### config.mk
export PLATFORM = sky130hd
export DESIGN_NAME = seg7_scan_driver
export DESIGN_NICKNAME = d
export VERILOG_FILES = /design/src/rtl/seg7_scan_driver.sv
export SDC_FILE = /design/constraint.sdc
export NUM_CORES = 1
export LEC_CHECK = 0
export CAP_MARGIN = 20
export CORE_MARGIN = 5
export CORE_UTILIZATION = 54
export CTS_CLUSTER_SIZE = 14
export DETAILED_ROUTE_END_ITERATION = 10
export MAX_ROUTING_LAYER = met4
export PLACE_DENSITY = 0.76
export SLEW_MARGIN = 10
export SYNTH_ARGS = -nofsm -noshare
export SYNTH_HDL_FRONTEND = slang
export SYNTH_SLANG_ARGS = --single-unit
### constraint.sdc
create_clock -name clk4 -period 2.8 [get_ports clk4]
set_input_delay 0.28 -clock clk4 [delete_from_list [all_inputs] [get_ports clk4]]
set_output_delay 0.28 -clock clk4 [all_outputs]
set_load 0.05 [all_outputs]
### src/rtl/seg7_scan_driver.sv
// seg7_scan_driver
//
// Purpose:
//   Time-multiplexed driver for a 4-digit seven-segment display. The four
//   BCD digits from the stopwatch are captured into a snapshot once per
//   frame. Each digit is then shown in its own slot on shared segment lines.
//   - Each slot begins with a short blanking gap that suppresses ghosting.
//   - The decimal point sits after digit index 1 (seconds).
//   - A lap button toggles a hold that freezes the snapshot while the
//     stopwatch keeps counting.
//
// Parameters:
//   CLK_HZ        clk4 frequency in Hz
//   SLOT_HZ       digit-slot rate (a full frame runs at SLOT_HZ/4)
//   BLANK_CYCLES  cycles at the start of each slot with all anodes off
//   COMMON_ANODE  1 = an/seg/dp active-low, 0 = active-high
//
// Ports:
//   clk4      in   1  system clock
//   reset     in   1  asynchronous, active-high
//   enable    in   1  display on. Low blanks the display and clears hold.
//   digit_0   in   4  tens of seconds (leftmost)
//   digit_1   in   4  seconds
//   digit_2   in   4  tenths
//   digit_3   in   4  hundredths (rightmost)
//   lap       in   1  asynchronous button. Each rising edge toggles hold.
//   an        out  4  digit anodes, bit i = digit index i
//   seg       out  7  segments {g,f,e,d,c,b,a}
//   dp        out  1  decimal point
//   held      out  1  high while the displayed value is frozen
//
// Build option:
//   LEADING_ZERO_BLANK_EN  when defined, a snapshot digit_0 of zero keeps
//                          digit 0 dark for its whole slot.

module seg7_scan_driver #(
  parameter int CLK_HZ       = 25000000,
  parameter int SLOT_HZ      = 1000,
  parameter int BLANK_CYCLES = 250,
  parameter bit COMMON_ANODE = 1'b1
) (
  input  logic       clk4,
  input  logic       reset,
  input  logic       enable,
  input  logic [3:0] digit_0,
  input  logic [3:0] digit_1,
  input  logic [3:0] digit_2,
  input  logic [3:0] digit_3,
  input  logic       lap,
  output logic [3:0] an,
  output logic [6:0] seg,
  output logic       dp,
  output logic       held
);

  localparam int SLOT_LEN = CLK_HZ / SLOT_HZ;
  localparam int CNT_W    = (SLOT_LEN > 1) ? $clog2(SLOT_LEN) : 1;

  localparam logic [CNT_W-1:0] CNT_LAST  = CNT_W'(SLOT_LEN - 1);
  localparam logic [CNT_W-1:0] CNT_BLANK = CNT_W'(BLANK_CYCLES);

  // Inactive output levels, used for reset and for blanking.
  localparam logic [3:0] AN_OFF  = COMMON_ANODE ? 4'hF  : 4'h0;
  localparam logic [6:0] SEG_OFF = COMMON_ANODE ? 7'h7F : 7'h00;
  localparam logic       DP_OFF  = COMMON_ANODE;

  // Scan position.
  logic [CNT_W-1:0] cnt_q, cnt_d;
  logic [1:0]       idx_q, idx_d;

  // Snapshot of the four digits. Element i corresponds to digit_i.
  logic [3:0][3:0]  snap_q, snap_d;

  // Lap synchronizer, edge-detect register and hold flag.
  logic sync1_q, sync1_d;
  logic sync2_q, sync2_d;
  logic sync3_q, sync3_d;
  logic held_q, held_d;

  // Registered display outputs.
  logic [3:0] an_q, an_d;
  logic [6:0] seg_q, seg_d;
  logic       dp_q, dp_d;

  // Internal combinational terms.
  logic       lap_edge;
  logic       slot_end;
  logic       frame_end;
  logic       show;
  logic [3:0] cur_digit;
  logic [3:0] an_hi;
  logic [6:0] seg_hi;
  logic       dp_hi;

  // Active-high segment pattern for one digit.
  // Codes 10..15 are not valid BCD and are shown as a dash.
  function automatic logic [6:0] decode_bcd(input logic [3:0] v);
    logic [6:0] r;
    case (v)
      4'd0:    r = 7'h3F;
      4'd1:    r = 7'h06;
      4'd2:    r = 7'h5B;
      4'd3:    r = 7'h4F;
      4'd4:    r = 7'h66;
      4'd5:    r = 7'h6D;
      4'd6:    r = 7'h7D;
      4'd7:    r = 7'h07;
      4'd8:    r = 7'h7F;
      4'd9:    r = 7'h6F;
      default: r = 7'h40;
    endcase
    return r;
  endfunction

  // Lap handling.
  // The button is synchronized through two flops. A third flop holds the
  // previous synchronized level, so a rising edge is the pulse where the
  // synchronized level is high and the previous level is low.
  always_comb begin
    sync1_d  = lap;
    sync2_d  = sync1_q;
    sync3_d  = sync2_q;
    lap_edge = sync2_q & ~sync3_q;
  end

  // Scan position, snapshot and hold state.
  //
  // While disabled, the scan is parked at index 0, count 0. The snapshot
  // tracks the inputs every cycle, so the first frame after enable rises
  // shows the current value.
  //
  // While enabled, the snapshot only loads at the frame boundary, so a
  // frame never mixes digits from two different values. When a lap edge
  // lands on the boundary while not held, the hold takes effect and the
  // load on that cycle is skipped.
  always_comb begin
    cnt_d     = cnt_q;
    idx_d     = idx_q;
    snap_d    = snap_q;
    held_d    = held_q;
    slot_end  = (cnt_q == CNT_LAST);
    frame_end = slot_end && (idx_q == 2'd3);

    if (!enable) begin
      cnt_d  = '0;
      idx_d  = 2'd0;
      held_d = 1'b0;
      snap_d = {digit_3, digit_2, digit_1, digit_0};
    end else begin
      if (slot_end) begin
        cnt_d = '0;
        idx_d = idx_q + 2'd1;
      end else begin
        cnt_d = cnt_q + 1'b1;
      end
      held_d = held_q ^ lap_edge;
      if (frame_end && !held_q && !lap_edge) begin
        snap_d = {digit_3, digit_2, digit_1, digit_0};
      end
    end
  end

  // Output generation.
  // Each slot starts with a blanking gap and then lights the current digit.
  // Patterns are built active-high and flipped once at the end for
  // common-anode boards. When show is low, the active-high patterns are all
  // zero, so the flip yields the inactive level.
  always_comb begin
    cur_digit = snap_q[idx_q];
    show      = enable && (cnt_q >= CNT_BLANK);
`ifdef LEADING_ZERO_BLANK_EN
    if ((idx_q == 2'd0) && (snap_q[0] == 4'd0)) begin
      show = 1'b0;
    end
`endif
    an_hi  = 4'h0;
    seg_hi = 7'h00;
    dp_hi  = 1'b0;
    if (show) begin
      an_hi  = 4'b0001 << idx_q;
      seg_hi = decode_bcd(cur_digit);
      dp_hi  = (idx_q == 2'd1);
    end
    an_d  = an_hi ^ {4{COMMON_ANODE}};
    seg_d = seg_hi ^ {7{COMMON_ANODE}};
    dp_d  = dp_hi ^ COMMON_ANODE;
  end

  // State registers.
  // On reset, every output goes to its inactive level immediately.
  always_ff @(posedge clk4 or posedge reset) begin
    if (reset) begin
      cnt_q   <= '0;
      idx_q   <= 2'd0;
      snap_q  <= '0;
      sync1_q <= 1'b0;
      sync2_q <= 1'b0;
      sync3_q <= 1'b0;
      held_q  <= 1'b0;
      an_q    <= AN_OFF;
      seg_q   <= SEG_OFF;
      dp_q    <= DP_OFF;
    end else begin
      cnt_q   <= cnt_d;
      idx_q   <= idx_d;
      snap_q  <= snap_d;
      sync1_q <= sync1_d;
      sync2_q <= sync2_d;
      sync3_q <= sync3_d;
      held_q  <= held_d;
      an_q    <= an_d;
      seg_q   <= seg_d;
      dp_q    <= dp_d;
    end
  end

  assign an   = an_q;
  assign seg  = seg_q;
  assign dp   = dp_q;
  assign held = held_q;

endmodule
# After elaboration in Yosys (flattened, before gate mapping)
# Memories as Yosys holds them, arrays and structs flattened.
# Index checks and enable logic that the tools add are counted.
dict set report word_totals {
  ff_bits 49
  romBits 112
  inputBits 20
  n_memories 1
}
dict set report classes {
  n_addsub 2
  order_cmp 2
  n_eq_ne 5
  n_shift 1
  n_mux 12
  bitwise 6
  n_reduce_logical 6
}
# name words word_bits read_ports rd_clocked_by_memory_dff wr line
set memory_table {}
lappend memory_table {{(name not given)} 16 7 1 0 0 99} ;# case (v)
# operator count
set ops {}
lappend ops {{two-way mux 16 bit} 2}
lappend ops {{two-way mux 15 bit} 2}
lappend ops {{adder 15 x 1 -> 15 bit (second input constant)} 1}
lappend ops {{equality test 15 bit (second input constant)} 1}
lappend ops {{>= comparator 15 x 8 -> 1 bit (second input constant)} 1}
lappend ops {{binary-select mux 4 bit (select 2 bit)} 1}
lappend ops {{two-way mux 4 bit} 2}
lappend ops {{two-way mux 7 bit} 1}
lappend ops {{NOT 7 bit} 1}
lappend ops {{logical AND 1 bit} 4}
lappend ops {{two-way mux 2 bit} 2}
lappend ops {{inequality test 2 x 1 -> 1 bit (second input constant)} 2}
lappend ops {{NOT 4 bit} 1}
lappend ops {{<< shifter 1 x 2 -> 4 bit (first input constant)} 1}
lappend ops {{less-than comparator 2 x 3 -> 1 bit (second input constant)} 1}
lappend ops {{adder 2 x 1 -> 2 bit (second input constant)} 1}
lappend ops {{equality test 2 x 1 -> 1 bit (second input constant)} 1}
lappend ops {{equality test 2 bit (second input constant)} 1}
lappend ops {{zero test 1 bit} 2}
lappend ops {{two-way mux 1 bit} 2}
lappend ops {{NOT 1 bit} 2}
lappend ops {{AND 1 bit} 1}
lappend ops {{XOR 1 bit} 1}

# Logic depth before layout (Yosys ltp)
dict set report logic_depth {
  word_depth 6
  mapped_depth 7
  ltp_nobuf 6
}

# Least setup slack after synthesis
# Ideal clock, no wire load.
dict set report synth_timing {
  path_type {register -> register}
  start {reg cnt_q[9]}
  end {reg snap_q[0] (netlist bit)}
  setup_ps 125
  arrival_ps 2249
  path_slack_ps 425
  stages_incl_launch_ff 7
  n_path_buf 2
  cell_sequence {dfrtp_1 > or4_4 > or4_4 > buf_6 > o21ai_4 > buf_12 > mux2_4}
}
dict set report synth_via {
  elab_chain_len 5
}
# item line
set synth_lines {}
lappend synth_lines {{from (decl)} 68} ;# logic [CNT_W-1:0] cnt_q, cnt_d;
lappend synth_lines {{from (signal assigned)} 204} ;# cnt_q <= cnt_d;
lappend synth_lines {{equality test 15 bit} 141} ;# slot_end = (cnt_q == CNT_LAST);
lappend synth_lines {{logical AND 1 bit} 142} ;# frame_end = slot_end && (idx_q == 2'd3);
lappend synth_lines {{logical AND 1 bit (2 in a row)} 157} ;# if (frame_end && !held_q && !lap_edge) begin
lappend synth_lines {{inequality test 2 x 1 -> 1 bit (no line)} -}
lappend synth_lines {{to (signal assigned)} 206} ;# snap_q <= snap_d;
lappend synth_lines {{to (decl)} 72} ;# logic [3:0][3:0] snap_q, snap_d;
# Every way passes these cells.
# A chain may end at the register's enable or synchronous reset.

# Final worst setup path
dict set report layout_timing {
  start {reg cnt_q[9]}
  end {reg snap_q[7] (netlist bit)}
}
# The elaborated chain is that of the path after synthesis.

==> metrics <==
io pins=33; Antenna Violating Nets Remaining=0; Die Y=75.58 um; largest net degree at the start of global routing=32; vias in the first global route=1528; PwrDens=503.0 nW/um^2; clock-pin slew on the worst setup and hold paths=90 ps; post-detail-place hpwl=3121 um; # setup viols final=0; Distinct cells, synth=38; die area=5712 um^2; Die Wd=75.58 um; Core Rows=23; min Tclk post-route=2457 ps; Residual DRC=0; Most used DFF post-synth=dfrtp_1; Congestion Overflow GR=0; Rel. slew slack=66.08%; Data required, critical path=2990 ps; hold crit path type=flop to flop; actual slew at the worst max-slew pin=507.2 ps; Synth Area per Inst=12.42 um^2; R2R setup slack=340 ps; arrival time at the worst endpoint=2640 ps; Num Clock Sinks=48; pre-CTS setup slack=362.9 ps; All-Layer GR Usage=18.07%; YS warnings=0; end of the critical path=snap_q[7]; drt total wl=4287 um; area grow syn2layout=20.96%; most frequent cell after synthesis=dfrtp_1; CTS Buf Count=5; maximum vdd drop=0.2757 mV; initial DRC count=105; Worst Setup SP=cnt_q[9]; Max Slew Vio Count=0; Core Footprint=4086 um^2; worst skew pair latency=300 ps; DR pass1 iterations=4; Post-synth ARST share=100.0%; fin crit share=87.77%; Post-CTS Setup Bufs=0; Synth area leader=dfrtp_1; sequential share of the synthesized area=52.32%; fmax=0.4069 GHz; initial antenna violation count=0; Setup WS post-layout=342.6 ps; vias per cell=5.566; layout cell share with drive strength beyond 1=21.62%; Pleak=1.222 nW; RSZ-0062 raised after global routing=no; Post-synth EDFFs=0; Crit Path Category=flop to flop; TritonCTS clock tree=done; Final Hold Viols=0; multi-input logic area=1007 um^2; fin nets=252; startpoint types=flop; Synth Register Bits=48; worst reg2reg startpoint=cnt_q[9]; top-area cell type share of the netlist area=39.87%; commonest cells in the synthesized netlist=dfrtp_1 (37), nor2_1 (14), dfstp_2 (11), ha_1 (11); top cells by area, synth=dfrtp_1 (40%), dfstp_2 (12%), mux2_4 (6.5%), ha_1 (5.9%), mux4_2 (3.9%); Seq. cell area=1215 um^2; Setup TNS=0 ps; post-CTS sizing=0; endpoint type of the worst setup path=flop; Buffers on Ports=32; cts hold-fix bufs=0; reg2reg end=snap_q[7]; Starting Density=56.83%; Max clock buf depth=2; Worst Clk Skew=6.319 ps; Post-Syn Area=2322 um^2; outcome=finished, final reports clean; cells on worst reg2reg path=5; Max FO, Critical Path=16; first-pass GRT wire length=7300 um; Diodes inserted=0; filler cell count=292; routability cong.=0.9075; WL/cell=15.76 um; Max Cap Viol=0; root buf cell=clkbuf_8; H-tree levels=2; Mapped Cells=187; Vias=1514; synthesized net count=218
power breakdown:
part | internal (W) | switching (W) | total (W)
Clock | 0.000287 | 0.000222 | 0.000510
Sequential | 0.000724 | 0.0000205 | 0.000744
Combinational | 0.0000885 | 0.0000707 | 0.000159
metrics by stage:
step	power, W	util (%)	hold slack, ps	cells	cell area, um^2
2_1_floorplan	0.0008555	-	311.4	187	2322
3_3_place_gp	0.0009006	65.22	346.4	263	2665
3_5_place_dp	0.0009126	65.22	345.8	263	2665
4_1_cts	0.001422	68.06	377.9	271	2781
5_1_grt	0.001470	68.74	390.6	272	2809
6_report	0.001413	68.74	373.4	272	2809
how the worst min path moves through the flow:
stage | startpoint | end | slack [ps] | cells past startpoint
after detailed placement | sync1_q | sync2_q | 350 | 0
final | sync1_q | sync2_q | 370 | 0
after CTS | sync1_q | sync2_q | 380 | 0
after global placement | sync1_q | sync2_q | 350 | 0
after floorplan | lap | sync1_q | 310 | 0
after global routing | sync1_q | sync2_q | 390 | 0
cells in the final DEF, fill, tap and decap left out, types with 2 or more instances in the layout:
| cell | instances |
|---|---|
| xor2_1 | 9 |
| or4_4 | 2 |
| nand3b_1 | 2 |
| nand2_1 | 9 |
| dfstp_2 | 11 |
| mux2i_1 | 2 |
| xnor2_1 | 4 |
| or4_1 | 2 |
| o21ai_0 | 6 |
| clkdlybuf4s50_1 | 32 |
| nand3_1 | 4 |
| a21oi_1 | 7 |
| inv_1 | 9 |
| mux4_2 | 4 |
| nand4_1 | 6 |
| and3_2 | 2 |
| mux2_4 | 10 |
| dfrtp_1 | 37 |
| clkbuf_8 | 6 |
| and2_1 | 5 |
| clkinv_1 | 2 |
| buf_4 | 3 |
| and3_1 | 2 |
| mux2_2 | 6 |
| ha_1 | 11 |
| nor2_1 | 14 |
| nand2b_1 | 2 |
| o31ai_1 | 2 |
cell families (layout without fill, tap and decap cells):
family,count (synthesis),in the layout,share of synthesized area [%]
adder cells (fa/ha/maj),11,11,5.927
flip-flops,48,48,52.32
multiplexers,22,22,14.12
AO/OA/AOI/OAI,19,19,5.226
XOR/XNOR,13,13,4.903
AND/OR/NAND/NOR,55,55,13.20
buffers and inverters,19,54,4.311
registers in the layout, summed over array words and instances (netlist names):
name	count
snap_q	16
cnt_q	15
seg	7
an	4
idx_q	2
held	1
sync1_q	1
sync2_q	1
sync3_q	1
worst max-delay path, stage by stage (launching register included):
cell	delay, ps
dfrtp_1	420
or4_4	550
or4_4	550
o21ai_4	160
buf_4	280
mux2_2	380
routing by layer:
metal / part of all wire, % / GRT usage, % / vias up / wire (um)
met1: 44 / 23.99 / 747 / 1902
met3: 6.8 / 4.354 / 7 / 291
met4: 1.8 / 6.990 / 0 / 76
met5: 0 / - / - / 0
met2: 47 / 26.94 / 50 / 2017
li1: - / - / 710 / -
area by class of cell:
class,instances,area share [%]
clock inverters,2,1.203
well taps,50,2.227
clock buffers,6,2.940
flip-flops and latches,48,43.25
multi-input cells,120,35.86
repair buffers,36,13.18
inverters,10,1.336
(Power assumes the default switching activity.)
